[config.mk]
export PLATFORM = sky130hd
export DESIGN_NAME = fx3_slave_fifo_reader
export DESIGN_NICKNAME = d
export VERILOG_FILES = /design/src/rtl/fx3_slave_fifo_reader.sv
export SDC_FILE = /design/constraint.sdc
export NUM_CORES = 1
export LEC_CHECK = 0
export BUFFER_PORTS_ARGS = -buffer_cell sky130_fd_sc_hd__clkbuf_2
export CAP_MARGIN = 25
export CORE_MARGIN = 2
export CORE_UTILIZATION = 52
export CTS_CLUSTER_DIAMETER = 40
export CTS_CLUSTER_SIZE = 24
export DETAILED_ROUTE_END_ITERATION = 10
export PLACE_DENSITY_LB_ADDON = 0.08
export SKIP_LAST_GASP = 1
export SLEW_MARGIN = 20
export SYNTH_ARGS = -nofsm -noshare
export SYNTH_HDL_FRONTEND = slang
export SYNTH_SLANG_ARGS = --single-unit
export TNS_END_PERCENT = 1
[constraint.sdc]
create_clock -name USB_CLK -period 4.05 [get_ports USB_CLK]
set_clock_uncertainty 0.05 [all_clocks]
set_input_delay 0 -clock USB_CLK [delete_from_list [all_inputs] [get_ports USB_CLK]]
set_output_delay 0 -clock USB_CLK [all_outputs]
set_load 0.05 [all_outputs]
[src/rtl/fx3_slave_fifo_reader.sv]
// fx3_slave_fifo_reader: drains the FX3 consumer socket into an FWFT FIFO behind a valid/ready stream
module fx3_slave_fifo_reader #(
  parameter int DATA_W     = 16,
  parameter int RD_LATENCY = 2,
  parameter int FIFO_DEPTH = 8
) (
  input  logic              USB_CLK,
  input  logic              rst_n,
  input  logic [DATA_W-1:0] DQ_in,
  output logic              RD,
  output logic              OE,
  input  logic              DMA1_Ready,
  input  logic              DMA1_Watermark,
  output logic              bus_req,
  input  logic              bus_grant,
  output logic [DATA_W-1:0] out_data,
  output logic              out_valid,
  input  logic              out_ready,
  output logic              overflow_err
);
  localparam int AW = $clog2(FIFO_DEPTH);
  localparam int CW = $clog2(RD_LATENCY + 1);
  localparam int SW = AW + 2;
  typedef enum logic [2:0] {IDLE, REQ, OE_SETUP, READ, DRAIN, RELEASE} state_t;
  state_t                state_q, state_d;
  logic [RD_LATENCY-1:0] rd_pipe_q, rd_pipe_d;
  logic [CW-1:0]         drain_cnt_q, drain_cnt_d, inflight;
  logic [AW-1:0]         wr_ptr_q, wr_ptr_d, rd_ptr_q, rd_ptr_d;
  logic [AW:0]           count_q, count_d;
  logic                  ovf_q, ovf_d;
  logic [DATA_W-1:0]     mem_q [FIFO_DEPTH];
  logic                  can_rd, start_ok, drain_done, push, pop, full, wr_en;

  // Credit: a read may issue only if the word has a guaranteed FIFO slot when it lands
  always_comb begin
    inflight = '0;
    for (int i = 0; i < RD_LATENCY; i++) inflight = inflight + CW'(rd_pipe_q[i]);
    can_rd = SW'(count_q) + SW'(inflight) + SW'(1) <= SW'(FIFO_DEPTH);
    start_ok = SW'(count_q) + SW'(RD_LATENCY + 1) <= SW'(FIFO_DEPTH);
  end

  // Next-state logic; DRAIN lasts exactly RD_LATENCY cycles so every issued word lands before release
  always_comb begin
    state_d = state_q;
    drain_cnt_d = (state_q == DRAIN) ? drain_cnt_q + 1'b1 : '0;
    drain_done = drain_cnt_q == CW'(RD_LATENCY - 1);
    case (state_q)
      IDLE:     state_d = (DMA1_Ready && start_ok) ? REQ : IDLE;
      REQ:      state_d = bus_grant ? OE_SETUP : (!DMA1_Ready ? RELEASE : REQ);
      OE_SETUP: state_d = READ;
      READ:     state_d = (!DMA1_Ready || !DMA1_Watermark) ? DRAIN : READ;
      DRAIN:    state_d = drain_done ? RELEASE : DRAIN;
      RELEASE:  state_d = IDLE;
      default:  state_d = IDLE;
    endcase
  end

  // Pin outputs; OE/RD are additionally gated by grant so DQ is never contended
  always_comb begin
    bus_req = state_q inside {REQ, OE_SETUP, READ, DRAIN};
    OE = !(bus_grant && (state_q inside {OE_SETUP, READ, DRAIN}));
    RD = !(bus_grant && state_q == READ && DMA1_Ready && DMA1_Watermark && can_rd);
  end

  // Capture pipe and FIFO bookkeeping; a push at full without a pop is dropped and flagged
  always_comb begin
    rd_pipe_d[0] = !RD;
    for (int i = 1; i < RD_LATENCY; i++) rd_pipe_d[i] = rd_pipe_q[i-1];
    push = rd_pipe_q[RD_LATENCY-1];
    pop = out_valid && out_ready;
    full = count_q == (AW+1)'(FIFO_DEPTH);
    wr_en = push && (!full || pop);
    wr_ptr_d = wr_ptr_q + AW'(wr_en);
    rd_ptr_d = rd_ptr_q + AW'(pop);
    count_d = count_q + (AW+1)'(wr_en) - (AW+1)'(pop);
    ovf_d = ovf_q || (push && full && !pop);
  end

  assign out_valid = count_q != '0;
  assign out_data = out_valid ? mem_q[rd_ptr_q] : '0;
  assign overflow_err = ovf_q;

  // Storage array needs no reset; the head is masked while empty
  always_ff @(posedge USB_CLK) begin
    if (wr_en) mem_q[wr_ptr_q] <= DQ_in;
  end

  // State registers; reset discards in-flight reads and empties the FIFO
  always_ff @(posedge USB_CLK or negedge rst_n) begin
    if (!rst_n) begin
      state_q <= IDLE;
      rd_pipe_q <= '0;
      drain_cnt_q <= '0;
      wr_ptr_q <= '0;
      rd_ptr_q <= '0;
      count_q <= '0;
      ovf_q <= 1'b0;
    end else begin
      state_q <= state_d;
      rd_pipe_q <= rd_pipe_d;
      drain_cnt_q <= drain_cnt_d;
      wr_ptr_q <= wr_ptr_d;
      rd_ptr_q <= rd_ptr_d;
      count_q <= count_d;
      ovf_q <= ovf_d;
    end
  end
endmodule
==> results, run 1 <==
- Prior to clock tree synthesis, the placed netlist has a worst setup slack of 1170 ps.
- The depth of the worst register-to-register path is 9.
- The vias per cell is 5.46.
- The initialized floorplan defines 39 standard-cell rows.
- STA puts the critical path data arrival time at 2950 ps.
- The finished cells cover 0.00724 sq mm.
- The count of pins over their slew limit is 0.
- The peak supply drop is 610 uV.
- Across every metal layer, demand over resource in global routing totals 0.199.
- The floorplan step set the die height to 111 um.
- The signed area change from the synthesized netlist to the final layout is 20.8%.
- The share of the Yosys chip area taken by registers is 0.716.
- The tree is rooted in a clkbuf_16.
- The number of nets in the synthesized netlist is 374.
- The maximum count of clock buffers along a single path is 2.
- Routability-driven placement finished with a final weighted congestion of 0.781.
- Across all register-to-register paths, the minimum setup slack is 1190 ps.
- The maximum number of pins on one net before global-route repair is 26.
- The path class of the tightest hold or removal check is in2async.
- The total CTS buffers is 17.
- The fmax is 333 MHz.
- Of the cells placed in the final design, the portion with a size suffix greater than 1 is 0.292.
- For the worst setup path, the data required time is 4000 ps.
- The number of global-route vias before repair was 3377.
- The leakage power figure is 2.70 nW.
- The area inside the core boundary is 0.0113 sq mm.
- Clock-pin slew was measured on the worst setup and hold paths at 50 ps.
- Across all layers, the routed design uses 3115 vias.
- The buffer count from post-CTS setup fixing is 0.
- The library cell used most frequently in the layout, excluding fill and tap cells, is edfxtp_1.
- The global route total overflow is 0.
- The clock sink total is 146.
- The TritonCTS clock tree is done.
- For this design the ratio of total power to cell area is 714 mW/mm^2.
- For this block, the initial DRC count from the detailed router was 197.
- The mean cell area of the mapped netlist is 18.0 sq um.
- After legalization and detailed placement, the total HPWL measured 6.68 mm.
- The endpoint of the lowest-slack register-to-register path is mem_q[3][2]$_DFFE_PP_.
- The placed cell area is 0.00643 sq mm.
- Setup repair after global routing left no endpoint under its margin.
- After detailed routing, the number of remaining DRC violations is 0.
- The number of detailed-routing iterations run before antenna repair is 4.
- The transition time at the pin with the least slew margin is 916 ps.
- The slack of the critical path is 1050 ps.
- Max-cap violations in this run came to 0.
- The number of antenna violations at the first check in global routing is 0.
- Summing internal, switching and leakage power gives 5.17 mW.
- Setup violations remaining at the end of the flow were counted as 0.
- Input and output buffers added on the ports amount to 42.
- The worst reg2reg path startpoint is count_q[2]$_DFF_PN0_.
- The wire length after detailed routing is 11.2 mm.
- The initial utilization of the core area, before any placement, comes to 0.530.
- The clock latency reported for the late side of the worst-skew pair is 400 ps.
- The number of warning messages in the yosys log is 0.
- The flow ran to the end, and the final reports show no timing, DRC or antenna violations.
- The critical path startpoint category is a flop.
- The highest net fanout along the worst path is 19.
- The number of nets in the layout is 459.
- The detailed-route wire length per cell is 19.6 um.
- The max-slew headroom at the worst pin is 0.389.
- The critical path endpoint category is an output port.
- The register bit total from synthesis is 146.
- At the end of the flow the core is filled with cells to 0.640.
- The netlist area before placement is 0.00600 sq mm.
- The library cells used most frequently in the layout, excluding fill and tap cells, are edfxtp_1 (128), clkbuf_2 (42), mux4_2 (32).
- The final-report hold violation count is 0.
- The first global-routing pass estimated 18.3 mm of wire.
- The setup total negative slack is 0 ps.
- The number of gates resized after CTS is 0.
- The die covers 0.0124 sq mm.
- The residual antenna-violating net count after detailed routing is 0.
- The floorplan die width is 111 um.
- The quantity of hold-fixing buffers added after cts is 22.
- The critical path is of the reg2out type.
- The footprint of the multi-input gates is 0.00152 sq mm.
- 43 I/O pins were placed.
- The share of the cycle needed by the critical path after routing is 0.742.
- The minimum clock period is 3000 ps.
- The number of instances in the synthesized netlist is 333.
- The area used by sequential logic in the layout is 0.00430 sq mm.
- CTS built an H-tree with a depth of 4.
- The final antenna diode count is 0.
- In this run, distinct cell masters in the synthesized netlist total 36.
- The fill cell instance count of the final layout is 827.
==> final cells by class <==
| cell class | count | share of cell area |
|---|---|---|
| clock buffers | 17 | 0.0587 |
| clock inverters | 12 | 0.0230 |
| inverters | 31 | 0.0161 |
| multi-input cells | 144 | 0.210 |
| flip-flops and latches | 146 | 0.593 |
| well taps | 143 | 0.0247 |
| repair buffers | 78 | 0.0739 |
==> critical path: stages (launching register included) <==
cell and delay, ps:
dfrtp_1 480, inv_1 120, ha_1 230, nand2_2 390, nand2b_1 630, o21ai_1 380
clkbuf_2 320
==> report_power, final <==
part | internal (mW) | switching (mW)
Combinational | 0.638 | 1.05
Sequential | 1.70 | 0.218
Clock | 1.01 | 0.554
==> registers in the layout (all words and copies together), names as in the netlist <==
| register | cells |
|---|---|
| count_q | 4 |
| drain_cnt_q | 2 |
| mem_q | 128 |
| overflow_err | 1 |
| rd_pipe_q | 2 |
| rd_ptr_q | 3 |
| state_q | 3 |
| wr_ptr_q | 3 |
==> worst max-delay path by stage <==
stage / end / start / slack (ps)
2_1_floorplan: mem_q[2][0]$_DFFE_PP_ / count_q[2]$_DFF_PN0_ / 680
3_3_place_gp: mem_q[3][2]$_DFFE_PP_ / count_q[2]$_DFF_PN0_ / 1270
3_5_place_dp: mem_q[3][2]$_DFFE_PP_ / count_q[2]$_DFF_PN0_ / 1170
4_1_cts: out_data[13] / count_q[2]$_DFF_PN0_ / 1040
5_1_grt: out_data[2] / count_q[2]$_DFF_PN0_ / 800
6_report: out_data[13] / count_q[2]$_DFF_PN0_ / 1050
==> kinds of logic (layout without fill, tap and decap cells) <==
group	after synthesis	after routing	synth area share
and+or+nand+nor	54	54	0.0455
buffers and inverters	43	138	0.0359
AOI/OAI and AO/OA	33	33	0.0313
adders and majority gates	19	19	0.0422
DFF	146	146	0.716
muxes	32	32	0.120
xor gates and xnor gates	6	6	0.00877
==> cell usage after synthesis <==
| cell | number | share of area |
|---|---|---|
| nor4b_1 | 1 | 0.0015 |
| inv_2 | 2 | 0.0013 |
| nand2_1 | 11 | 0.0069 |
| a31oi_1 | 2 | 0.0021 |
| nand2_2 | 1 | 0.0010 |
| nor3b_1 | 2 | 0.0025 |
| a21o_1 | 3 | 0.0038 |
| xnor2_1 | 3 | 0.0044 |
| nand2b_1 | 4 | 0.0042 |
| nand3_1 | 18 | 0.015 |
| o21ai_0 | 4 | 0.0033 |
| dfrtp_1 | 18 | 0.075 |
| nand4b_1 | 1 | 0.0015 |
| nor3_1 | 5 | 0.0042 |
| and2_1 | 1 | 0.0010 |
| or3_1 | 1 | 0.0010 |
| o31a_1 | 1 | 0.0015 |
| xor2_1 | 3 | 0.0044 |
| inv_1 | 29 | 0.018 |
| buf_2 | 5 | 0.0042 |
| fa_1 | 2 | 0.0067 |
| buf_12 | 2 | 0.0067 |
| o221ai_1 | 1 | 0.0015 |
| clkbuf_1 | 2 | 0.0013 |
| o21bai_1 | 1 | 0.0013 |
| buf_6 | 2 | 0.0038 |
| nand3b_1 | 1 | 0.0013 |
| buf_1 | 1 | 0.00063 |
| o31ai_1 | 1 | 0.0013 |
| nor4_1 | 1 | 0.0010 |
| edfxtp_1 | 128 | 0.64 |
| a21oi_1 | 4 | 0.0033 |
| mux4_2 | 32 | 0.12 |
| ha_1 | 17 | 0.035 |
| nor2_1 | 7 | 0.0044 |
| o21ai_1 | 16 | 0.013 |
==> per-layer routing <==
| layer | part of all wire | track usage |
|---|---|---|
| met5 | 0 | 0 |
| met2 | 0.51 | 0.335 |
| met3 | 0.031 | 0.0490 |
| met4 | 0.019 | 0.0568 |
| met1 | 0.44 | 0.261 |
==> metrics by stage <==
stage / hold slack [ps] / instances
2_1_floorplan: -346 / 333
3_3_place_gp: -77.8 / 520
3_5_place_dp: -74.5 / 520
4_1_cts: 36.8 / 571
5_1_grt: 68.0 / 571
6_report: 35.3 / 571
(Power assumes the default switching activity.)
==> run 2, diff against run 1 <==
==> constraint.sdc (replaced) <==
create_clock -name USB_CLK -period 2.9 [get_ports USB_CLK]
set_clock_uncertainty 0.05 [all_clocks]
set_input_delay 0 -clock USB_CLK [delete_from_list [all_inputs] [get_ports USB_CLK]]
set_output_delay 0 -clock USB_CLK [all_outputs]
set_load 0.05 [all_outputs]
==> run 2 against run 1 <==
Effect of this change: first-iteration DRC count is 14% lower; utilization is 0.066 points higher; combinational power is 53% higher; register-to-register slack worse by 800 ps; routed wire length is 2.9% lower; global-route usage is 0.55 points lower; critical endpoint is now RD; largest cell class unchanged; highest routed layer unchanged.
==> results, run 2 (same netlist as run 1, synthesis figures left out) <==
- The die is 111 um tall.
- TritonCTS built the clock tree.
- The number of I/O pins is 43.
- Static timing analysis puts the maximum clock frequency at 347 MHz.
- The setup total negative slack is 0 ps.
- The library cells used most frequently in the layout, excluding fill and tap cells, are edfxtp_1 (128), clkbuf_2 (42), mux4_2 (32).
- The critical path startpoint category is a flop.
- Registers take 0.00430 sq mm.
- The number of flip-flops under the largest register name is 128.
- In this run the tool buffered the top-level ports with 42 buffer cells.
- Summed over all layers, the routed wires come to 10.9 mm.
- The clock latency reported for the late side of the worst-skew pair is 420 ps.
- The kind of path behind the tightest hold check is in2async.
- The final-report hold violation count is 0.
- The depth of the worst register-to-register path is 11.
- The worst setup path is captured at an output port.
- The placed cell area is 0.00649 sq mm.
- The number of buffer and inverter instances along the worst setup path is 3.
- In this run the core area contains 39 standard-cell rows.
- The count of pins over their slew limit is 0.
- In the final design database the tool counted 465 nets.
- The transition time at the pin with the least slew margin is 499 ps.
- The number of antenna violations at the first check in global routing came to 0.
- The flow ran to the end, and the final reports show no timing, DRC or antenna violations.
- The worst endpoint data arrival time is 2830 ps.
- Across all register-to-register paths, the minimum setup slack is 390 ps.
- Setup repair after global routing could not meet its margin everywhere.
- For this configuration, the core starts out at a cell density of 0.530.
- After clock tree synthesis, the clock-pin slew on the worst setup and hold paths is 60 ps.
- Leaving out fill and tap cells, the most frequent cell in the layout is edfxtp_1.
- The signed area change from the synthesized netlist to the final layout is 20.9%.
- Across the VDD grid, the largest voltage drop is 621 uV.
- The number of global-route vias before repair is 3285.
- The clock net in this run drives a total of 146 sinks.
- The maximum count of clock buffers along a single path is 2.
- The footprint of the multi-input gates is 0.00154 sq mm.
- The final instance area is 0.00725 sq mm.
- The total die area is 0.0124 sq mm.
- On the worst path, the slowest cell contributes a delay of 450 ps.
- The power per standard cell area is 969 mW/mm^2.
- For this design the static power due to leakage is 2.70 nW.
- The worst pin sits at a relative slew slack of 0.667.
- The number of detailed-routing iterations run before antenna repair is 4.
- Max-cap violations in this run came to 0.
- The count of nets left with antenna violations once routing finished came out at 0.
- The root buffer cell chosen for the clock tree is clkbuf_16.
- The maximum number of pins on one net before global-route repair is 33.
- The first global-routing pass estimated 17.4 mm of wire.
- The maximum level of the CTS H-tree is 4.
- Once the clock tree was built, the setup fixing pass inserted 0 buffers.
- The largest registers in the layout are mem_q: 128 flops, count_q: 4 flops.
- The global placer's final weighted congestion is 0.776.
- The final-report setup violation count is 0.
- Traced cell by cell, the critical path runs through inv_1, ha_1, inv_1, ha_1, fa_1, or3_1, a21oi_1, o31ai_1, clkbuf_2.
- The family with the most delay on the worst path is adder cells.
- The die is 111 um wide.
- The start-to-end type of the worst setup path is reg2out.
- Across every metal layer, demand over resource in global routing totals 0.193.
- Summed over all nets, the half-perimeter wirelength after detailed placement is 6.49 mm.
- In the final routed layout, each cell accounts on average for 18.7 um.
- The endpoint identified for the worst register-to-register timing path is count_q[1]$_DFF_PN0_.
- The repair_antennas step left the layout with diodes totalling 0.
- Dividing the detail-routed via count by the number of cells gives 5.44.
- The highest net fanout along the worst path is 6.
- The fraction of final layout cells with drive strength greater than 1 is 0.296.
- The required time at the endpoint of the critical path is 2850 ps.
- The startpoint identified for the worst register-to-register timing path is count_q[2]$_DFF_PN0_.
- The area inside the core boundary is 0.0113 sq mm.
- The fill cell instance count of the final layout is 834.
- Dividing the final minimum period by the clock period gives 0.993.
- The remaining design rule violation count is 0.
- The minimum clock period is 2880 ps.
- The register ranked first by flip-flop count is mem_q.
- Clock tree synthesis inserted a total of 17 buffers.
- In this run, the number of DRC markers left after iteration 0 of detailed routing was 169.
- The number of vias in the routed layout is 3149.
- The largest individual stage delay along the critical path comes from the cell dfrtp_1.
- For this run the aggregate overflow at the end of global routing stands at 0.
-- run 2: cell count changes in the layout (fill, tap and decap cells not counted), sizes merged --
| cell | delta |
|---|---|
| buf | +5 |
| bufinv | -3 |
| clkbuf | +3 |
| clkinv | +2 |
| clkinvlp | +1 |
| dlygate4sd3 | +1 |
| inv | -1 |
-- run 2: power breakdown --
part | internal, mW | switching, mW | total (mW)
Combinational | 0.936 | 1.66 | 2.59
Clock | 1.16 | 0.784 | 1.94
Sequential | 2.38 | 0.107 | 2.49
Total | 4.48 | 2.55 | 7.02
-- run 2: repair_timing --
item                                   in CTS  in global routing
gates resized for setup                     0                  1
hold buffers                               23                  0
endpoints found under the hold margin     152                  0
setup endpoints to repair                   0                 17
-- run 2: through the flow --
step / hold WS, ps / util / worst slack [ps] / power (mW) / instances
6_report: 12.8 / 0.640 / 19.1 / 7.02 / 579
5_1_grt: 49.7 / 0.640 / -107 / 7.39 / 579
4_1_cts: 17.7 / 0.640 / 8.77 / 7.10 / 579
3_5_place_dp: -66.6 / 0.573 / 386 / 5.11 / 525
3_3_place_gp: -77.9 / 0.573 / 434 / 5.08 / 525
2_1_floorplan: -346 / - / -263 / 4.60 / 333
-- run 2: metal layers --
layer  vias up  share of wire  global-route usage
met5         -              0                   0
li1       1471              -                   -
met3        16          0.033              0.0495
met1      1606           0.46               0.257
met2        56           0.49               0.309
met4         0          0.019              0.0815
-- run 2: area by class of cell --
type,instances,area share
Sequential cell,146,0.593
Multi-Input combinational cell,144,0.212
Timing Repair Buffer,84,0.0822
Clock buffer,20,0.0602
Tap cell,143,0.0247
Inverter,31,0.0161
Clock inverter,11,0.0126
-- run 2: worst register-to-register path, cell delays in order (launching register included) --
cell and delay [ps]:
dfrtp_1 470, inv_1 120, ha_1 230, nand2b_1 140, nand3_1 90, nand2_1 180
ha_1 330, inv_1 70, ha_1 160, inv_1 60, fa_1 480, inv_1 40
-- run 2: how the worst max path moves through the flow --
stage	start	to	slack (ps)	depth (start not counted)
after global routing	count_q[0]$_DFF_PN0_	RD	-110	9
after global placement	count_q[2]$_DFF_PN0_	count_q[2]$_DFF_PN0_	430	11
after floorplan	count_q[2]$_DFF_PN0_	mem_q[0][0]$_DFFE_PP_	-260	6
final	count_q[0]$_DFF_PN0_	RD	20	9
after CTS	count_q[0]$_DFF_PN0_	RD	9	9
after detailed placement	count_q[2]$_DFF_PN0_	count_q[1]$_DFF_PN0_	390	11
